File: config.mk
export PLATFORM = sky130hd
export DESIGN_NAME = bcd_digit_collector
export DESIGN_NICKNAME = d
export VERILOG_FILES = /design/src/rtl/bcd_pkg.sv /design/src/rtl/bcd_digit_collector.sv
export SDC_FILE = /design/constraint.sdc
export NUM_CORES = 1
export LEC_CHECK = 0
export ABC_AREA = 0
export BUFFER_PORTS_ARGS = -buffer_cell sky130_fd_sc_hd__buf_2
export CORE_MARGIN = 2
export CORE_UTILIZATION = 46
export CTS_BUF_LIST = sky130_fd_sc_hd__clkbuf_8 sky130_fd_sc_hd__clkbuf_16
export DETAILED_ROUTE_END_ITERATION = 8
export PLACE_DENSITY = 0.76
export SYNTH_ARGS = -nofsm -noshare
export SYNTH_HDL_FRONTEND = slang
export SYNTH_SLANG_ARGS = --single-unit
File: constraint.sdc
create_clock -name clk -period 2.21 [get_ports clk]
set_clock_uncertainty 0.15 [all_clocks]
set_input_delay 0.221 -clock clk [delete_from_list [all_inputs] [get_ports clk]]
set_output_delay 0.221 -clock clk [all_outputs]
set_load 0.02 [all_outputs]
File: src/rtl/bcd_pkg.sv
// Shared definitions for the BCD digit collector and the downstream BCD-to-binary converter.
package bcd_pkg;

    localparam int BCD_DIGIT_W = 4;
    localparam logic [BCD_DIGIT_W-1:0] BCD_MAX_DIGIT = 4'd9;

    typedef enum logic [1:0] {
        IDLE    = 2'd0,
        COLLECT = 2'd1,
        HOLD    = 2'd2
    } coll_state_t;

endpackage

File: src/rtl/bcd_digit_collector.sv
// Collects decimal digits calculator-style into a packed BCD word. Build option: BCD_DIGIT_CHECK_EN.
// Latency: word offered 1 cycle after the last digit is accepted or after an early commit.
// Backpressure: digit_ready drops while a word is offered; the word holds until bcd_ready.
module bcd_digit_collector
    import bcd_pkg::*;
#(
    parameter int NUM_DIGITS = 4
) (
    input  logic                              clk,
    input  logic                              rst_n,
    input  logic [3:0]                        digit,
    input  logic                              digit_valid,
    output logic                              digit_ready,
    input  logic                              commit,
    input  logic                              clear,
    output logic [4*NUM_DIGITS-1:0]           bcd_out,
    output logic                              bcd_valid,
    input  logic                              bcd_ready,
    output logic [$clog2(NUM_DIGITS+1)-1:0]   digit_count,
    output logic                              err_digit
);

    localparam int W     = BCD_DIGIT_W * NUM_DIGITS;
    localparam int CNT_W = $clog2(NUM_DIGITS + 1);

    coll_state_t      state_q, state_nxt;
    logic [W-1:0]     shreg_q, shreg_nxt;
    logic [CNT_W-1:0] cnt_q, cnt_nxt;
    logic             err_q, err_nxt;
    logic             accept, digit_legal, store;

    assign accept = digit_valid && digit_ready;

`ifdef BCD_DIGIT_CHECK_EN
    // Illegal digits still complete the handshake so the keypad side never stalls.
    assign digit_legal = (digit <= BCD_MAX_DIGIT);
    assign err_nxt     = accept && !digit_legal;
`else
    assign digit_legal = 1'b1;
    assign err_nxt     = 1'b0;
`endif

    assign store = accept && digit_legal;

    always_ff @(posedge clk or negedge rst_n) begin
        if (!rst_n) begin
            state_q <= IDLE;
            shreg_q <= '0;
            cnt_q   <= '0;
            err_q   <= 1'b0;
        end else begin
            state_q <= state_nxt;
            shreg_q <= shreg_nxt;
            cnt_q   <= cnt_nxt;
            err_q   <= err_nxt;
        end
    end

    always_comb begin
        state_nxt = state_q;
        shreg_nxt = shreg_q;
        cnt_nxt   = cnt_q;
        unique case (state_q)
            IDLE, COLLECT: begin
                if (clear) begin
                    state_nxt = IDLE;
                    shreg_nxt = '0;
                    cnt_nxt   = '0;
                end else begin
                    if (store) begin
                        // Truncating cast drops the oldest digit slot; avoids a negative slice when NUM_DIGITS is 1.
                        shreg_nxt = W'({shreg_q, digit});
                        cnt_nxt   = cnt_q + CNT_W'(1);
                    end
                    if (cnt_nxt == CNT_W'(NUM_DIGITS))
                        state_nxt = HOLD;
                    else if (cnt_nxt != '0 && commit)
                        state_nxt = HOLD;
                    else if (cnt_nxt != '0)
                        state_nxt = COLLECT;
                    else
                        state_nxt = IDLE;
                end
            end
            HOLD: begin
                if (bcd_ready) begin
                    state_nxt = IDLE;
                    shreg_nxt = '0;
                    cnt_nxt   = '0;
                end
            end
            default: begin
                state_nxt = IDLE;
                shreg_nxt = '0;
                cnt_nxt   = '0;
            end
        endcase
    end

    always_comb begin
        digit_ready = (state_q != HOLD);
        bcd_valid   = (state_q == HOLD);
    end

    assign bcd_out     = shreg_q;
    assign digit_count = cnt_q;
    assign err_digit   = err_q;

endmodule

Yosys cells after proc, flatten, opt, wreduce, memory -nomap -nowiden. Cells that the tools add are included.

$add $sub $neg: 1. Eq/ne operators: 6. Mux-type cells: 16. Reduce and logical (&&, ||, !) cells: 6.

Operators with widths (number): 16-bit 2-to-1 mux (3); 16-bit case mux with 2 select lines (1); 3-bit 2-to-1 mux (5); 2-bit 2-to-1 mux (4); 3-bit case mux with 2 select lines (1); 2-bit case mux with 2 select lines (1); 3-bit by 1-bit adder with 3-bit output (second input constant) (1); 3-bit == test (second input constant) (1); 3-bit inequality test (second input constant) (1); 3-bit nonzero test (1); 2-bit by 1-bit == test with 1-bit output (second input constant) (1); 2-bit == test (second input constant) (1); 1-bit logical AND (2); 2-bit zero test (1); 2-bit by 1-bit inequality test with 1-bit output (second input constant) (1); 2-bit inequality test (second input constant) (1); 2-bit AND reduction (1); 2-bit OR reduction (1); 1-bit 2-to-1 mux (1).

Flip-flop bits (word level): 21. Input bits: 10. Output and inout bits: 22. Logic and storage cells: 32.

Logic depth before layout (Yosys ltp).
Word-level depth: 11. Mapped depth: 5. Gate-level depth less buffers: 5.

Worst setup path after synthesis. No wires, ideal clock.

Path type: register to register. Start: reg cnt_q[0], in the netlist digit_count[0]. End: reg state_q[1]. Library setup time: 0.124 ns. Arrival: 1.414 ns. Data required time: 1.936 ns. Slack: 0.522 ns. Stages on the path, launching flop included: 5. Path buffers: 0. Period minus slack after synthesis: 1.688 ns. Cells stage by stage: dfrtp_1 ha_1 nand4b_1 and4_4 a211o_1.

Word-level cells in the longest chain between the ends: 10. Elaborated cells on any way between the ends: 11. Those cells by class: add/sub: 1; eq/ne: 1; mux: 7; reduce/logical: 2.

RTL lines: start, declared (line bcd_digit_collector.sv:28) `logic [CNT_W-1:0] cnt_q, cnt_nxt;`; start signal, assigned (line bcd_digit_collector.sv:54) `cnt_q <= cnt_nxt;`; 3-bit by 1-bit adder with 3-bit output (line bcd_digit_collector.sv:73) `cnt_nxt = cnt_q + CNT_W'(1);`; 3-bit 2-to-1 mux (*) (line bcd_digit_collector.sv:70) `if (store) begin`; 3-bit 2-to-1 mux (*) (line bcd_digit_collector.sv:65) `if (clear) begin`; 3-bit 2-to-1 mux (*) (line bcd_digit_collector.sv:63) `unique case (state_q)`; 3-bit nonzero test (line bcd_digit_collector.sv:77) `else if (cnt_nxt != '0 && commit)`; 1-bit logical AND (line bcd_digit_collector.sv:77); 2-bit 2-to-1 mux (line bcd_digit_collector.sv:77); 2-bit 2-to-1 mux (*) (line bcd_digit_collector.sv:75) `if (cnt_nxt == CNT_W'(NUM_DIGITS))`; 2-bit 2-to-1 mux (*) (line bcd_digit_collector.sv:65); 2-bit case mux with 2 select lines (*) (line bcd_digit_collector.sv:63); end signal, assigned (line bcd_digit_collector.sv:52) `state_q <= state_nxt;`; end, declared (line bcd_digit_collector.sv:26) `coll_state_t state_q, state_nxt;`.

Every way passes the cells marked *; elsewhere a longest branch is shown, timed or not. The select of a mux whose other input is x is not followed. A chain may end at the register's enable or synchronous reset.

Final worst setup path. Ends and elaborated chain as after synthesis.

==> flow_metrics.tcl <==
set metrics [dict create \
    setup_viol 0 \
    synth-edff-count 0 \
    grtUsageTotal 0.172 \
    cts_root_buf "clkbuf_8" \
    wl_met3_um 92 \
    postCtsSetupRepairBufs 0 \
    setup_tns_ns 0 \
    dieArea_mm2 0.00222 \
    die_height_um 47.1 \
    clockBufferDepth 2 \
    start_kind "register" \
    wl_per_cell_um 13.6 \
    clk_pin_slew_ns 0.07 \
    crit_family "flip-flops" \
    hold_class "in -> reg" \
    wl_met1_um 731 \
    cts_tree "built" \
    grt_max_degree 22 \
    wl_met2_um 779 \
    cts_buffers 3 \
    netlist_top_cells_area "dfrtp_1 (61%), a22o_1 (17%), buf_6 (2.6%)" \
    finalCritPeriodShare 0.751 \
    yosysTopAreaCell "dfrtp_1" \
    insertion_delay_ns 0.25 \
    crit_type "reg -> reg" \
    power.total_uw 845 \
    cts.sink_count 21 \
    ys_top_cells_by_count "dfrtp_1 (21), a22o_1 (17), nor2_1 (3)" \
    maxSlewHeadroom 0.589 \
    crit_fanout 5 \
    ir_drop_uv 524 \
    path_buf_inv 0 \
    drtAntennaViolNets 0 \
    drt_iter0_markers 13 \
    rsz0062_at_grt "no" \
    core_mm2 0.00175 \
    first_global_vias 569 \
    synthCells 63 \
    p_leak_uw 0.000605 \
    synth_warnings 0 \
    grt_antenna_before_repair 0 \
    via_count 623 \
    ctsHtreeMaxLevel 1 \
    remaining_drc_errors 0 \
    crit_arrival_ns 1.65 \
    place_area_mm2 0.00100 \
    area_growth_pct 25.2 \
    gp_congestion 0.825 \
    syn_area_per_cell_um2 13.6 \
    post-synth-top-count-cell "dfrtp_1" \
    fmax_mhz 603 \
    hpwl_um 1150 \
    slowest_delay_ns 0.42 \
    syn_area_um2 855 \
    cp.required_ns 2.20 \
    wirelength_um 1640 \
    finalCriticalPeriod_ns 1.66 \
    fin_area_mm2 0.00107 \
    hold_viol 0 \
    overflow 0 \
    end_kind "register" \
    synth_nets 74 \
    outcome "finished clean" \
    cts_resized 0 \
    worst_pin_slew_ns 0.617 \
    ys_seq_area_frac 0.615 \
    nets 107 \
    slew_violations 0 \
    firstDrtPassIters 4 \
    synth_top_area_frac 0.615 \
    yosysUniqueCellTypes 22 \
    layout-drive-gt1-share 0.400 \
    synth_top_flop_cell "dfrtp_1" \
    port_buffers 30 \
    synth-async-reset-ratio 1.00 \
    io_pins 32 \
    drt-vias-per-instance 5.19 \
    grt_pass1_wl_um 2540 \
    worstPathCellList "ha_1 > nand4b_1 > and4_4 > a211o_1" \
    powerDensity_mw_per_mm2 790 \
    synth_seq_cells 21 \
    highest_layer "met4" \
    cap_violations 0 \
    fill_cells 144 \
    critPathSlowestCell "dfrtp_1" \
    start_util 0.490 \
    num_rows 15 \
    die_x_um 47.1 \
    diodes 0 \
    cts-hold-fix-buffers 2 \
]
worst reg2reg max path: cells and delay by family, from the launching register on:
kind            cells  cell delay (ns)
compound gates      1             0.26
simple gates        2             0.40
fa+ha+maj           1             0.32
flops               1             0.42
routing by layer:
layer	vias to the layer above	global-route usage
met5	-	0
met4	0	0.133
met3	4	0.0462
met2	21	0.252
met1	304	0.215
li1	294	-
cells in the final DEF (no fill, tap or decap):
cell and n:
o2bb2ai_1 1, a211o_1 2, a22o_1 17, nand2b_1 1
and2_1 1, nor2_1 3, buf_4 1, nor3_1 1
or2_2 1, and4_4 1, inv_1 2, nand4b_1 1
o22ai_2 1, conb_1 1, nand2_1 2, mux2_2 1
buf_2 30, dlygate4sd3_1 2, ha_1 1, xor2_1 1
clkbuf_8 3, dfrtp_1 21
metrics by stage:
step,cells,hold slack (ns),setup slack (ns),utilization
finish,120,0.0326,0.550,0.613
detailed placement,114,0.0532,0.568,0.576
CTS,120,0.0326,0.559,0.613
global route,120,0.0287,0.510,0.613
global placement,114,0.0449,0.598,0.576
floorplan,63,-0.225,0.522,-
registers in the layout, summed over array words and instances, names as in the netlist:
| signal | cells |
|---|---|
| digit_count | 3 |
| state_q | 2 |
| bcd_out | 16 |
cells by family (layout without fill, tap and decap cells):
group / after synthesis / count (layout) / share of synthesized area
AO/OA/AOI/OAI: 21 / 21 / 0.220
multiplexers: 1 / 1 / 0.0132
adder cells (fa/ha/maj): 1 / 1 / 0.0146
flip-flops: 21 / 21 / 0.615
AND/OR/NAND/NOR: 11 / 11 / 0.0732
buffers and inverters: 6 / 38 / 0.0498
XOR/XNOR: 1 / 1 / 0.0103
other: 1 / 1 / 0.00439
area by class of cell:
cell class                 instances  area, um2  share of cell area
clock buffer                       3       41.3              0.0386
clock inverter                     1       3.75             0.00351
inverter                           1       3.75             0.00351
multi-input combinational         36        287               0.268
sequential                        21        526               0.491
tap                               25       31.3              0.0292
timing repair buffer              33        178               0.166
final timing paths:
check	from	endpoint	slack, ns	cells past startpoint
min	digit[1]	bcd_out[1]	0.03	2
min reg2reg	bcd_out[12]	bcd_out[12]	0.35	1
max reg2reg	digit_count[0]	state_q[1]	0.55	4
min in group asynchronous	rst_n	bcd_out[2]	0.30	2
max	digit_count[0]	state_q[1]	0.55	4
max in group asynchronous	rst_n	state_q[1]	1.30	2
where the power goes:
group / internal, uW / switching [uW]
Sequential: 409 / 19.8
Combinational: 67.1 / 109
Clock: 124 / 117
Total: 599 / 246
Note: power is estimated with default switching activity, not from simulation.
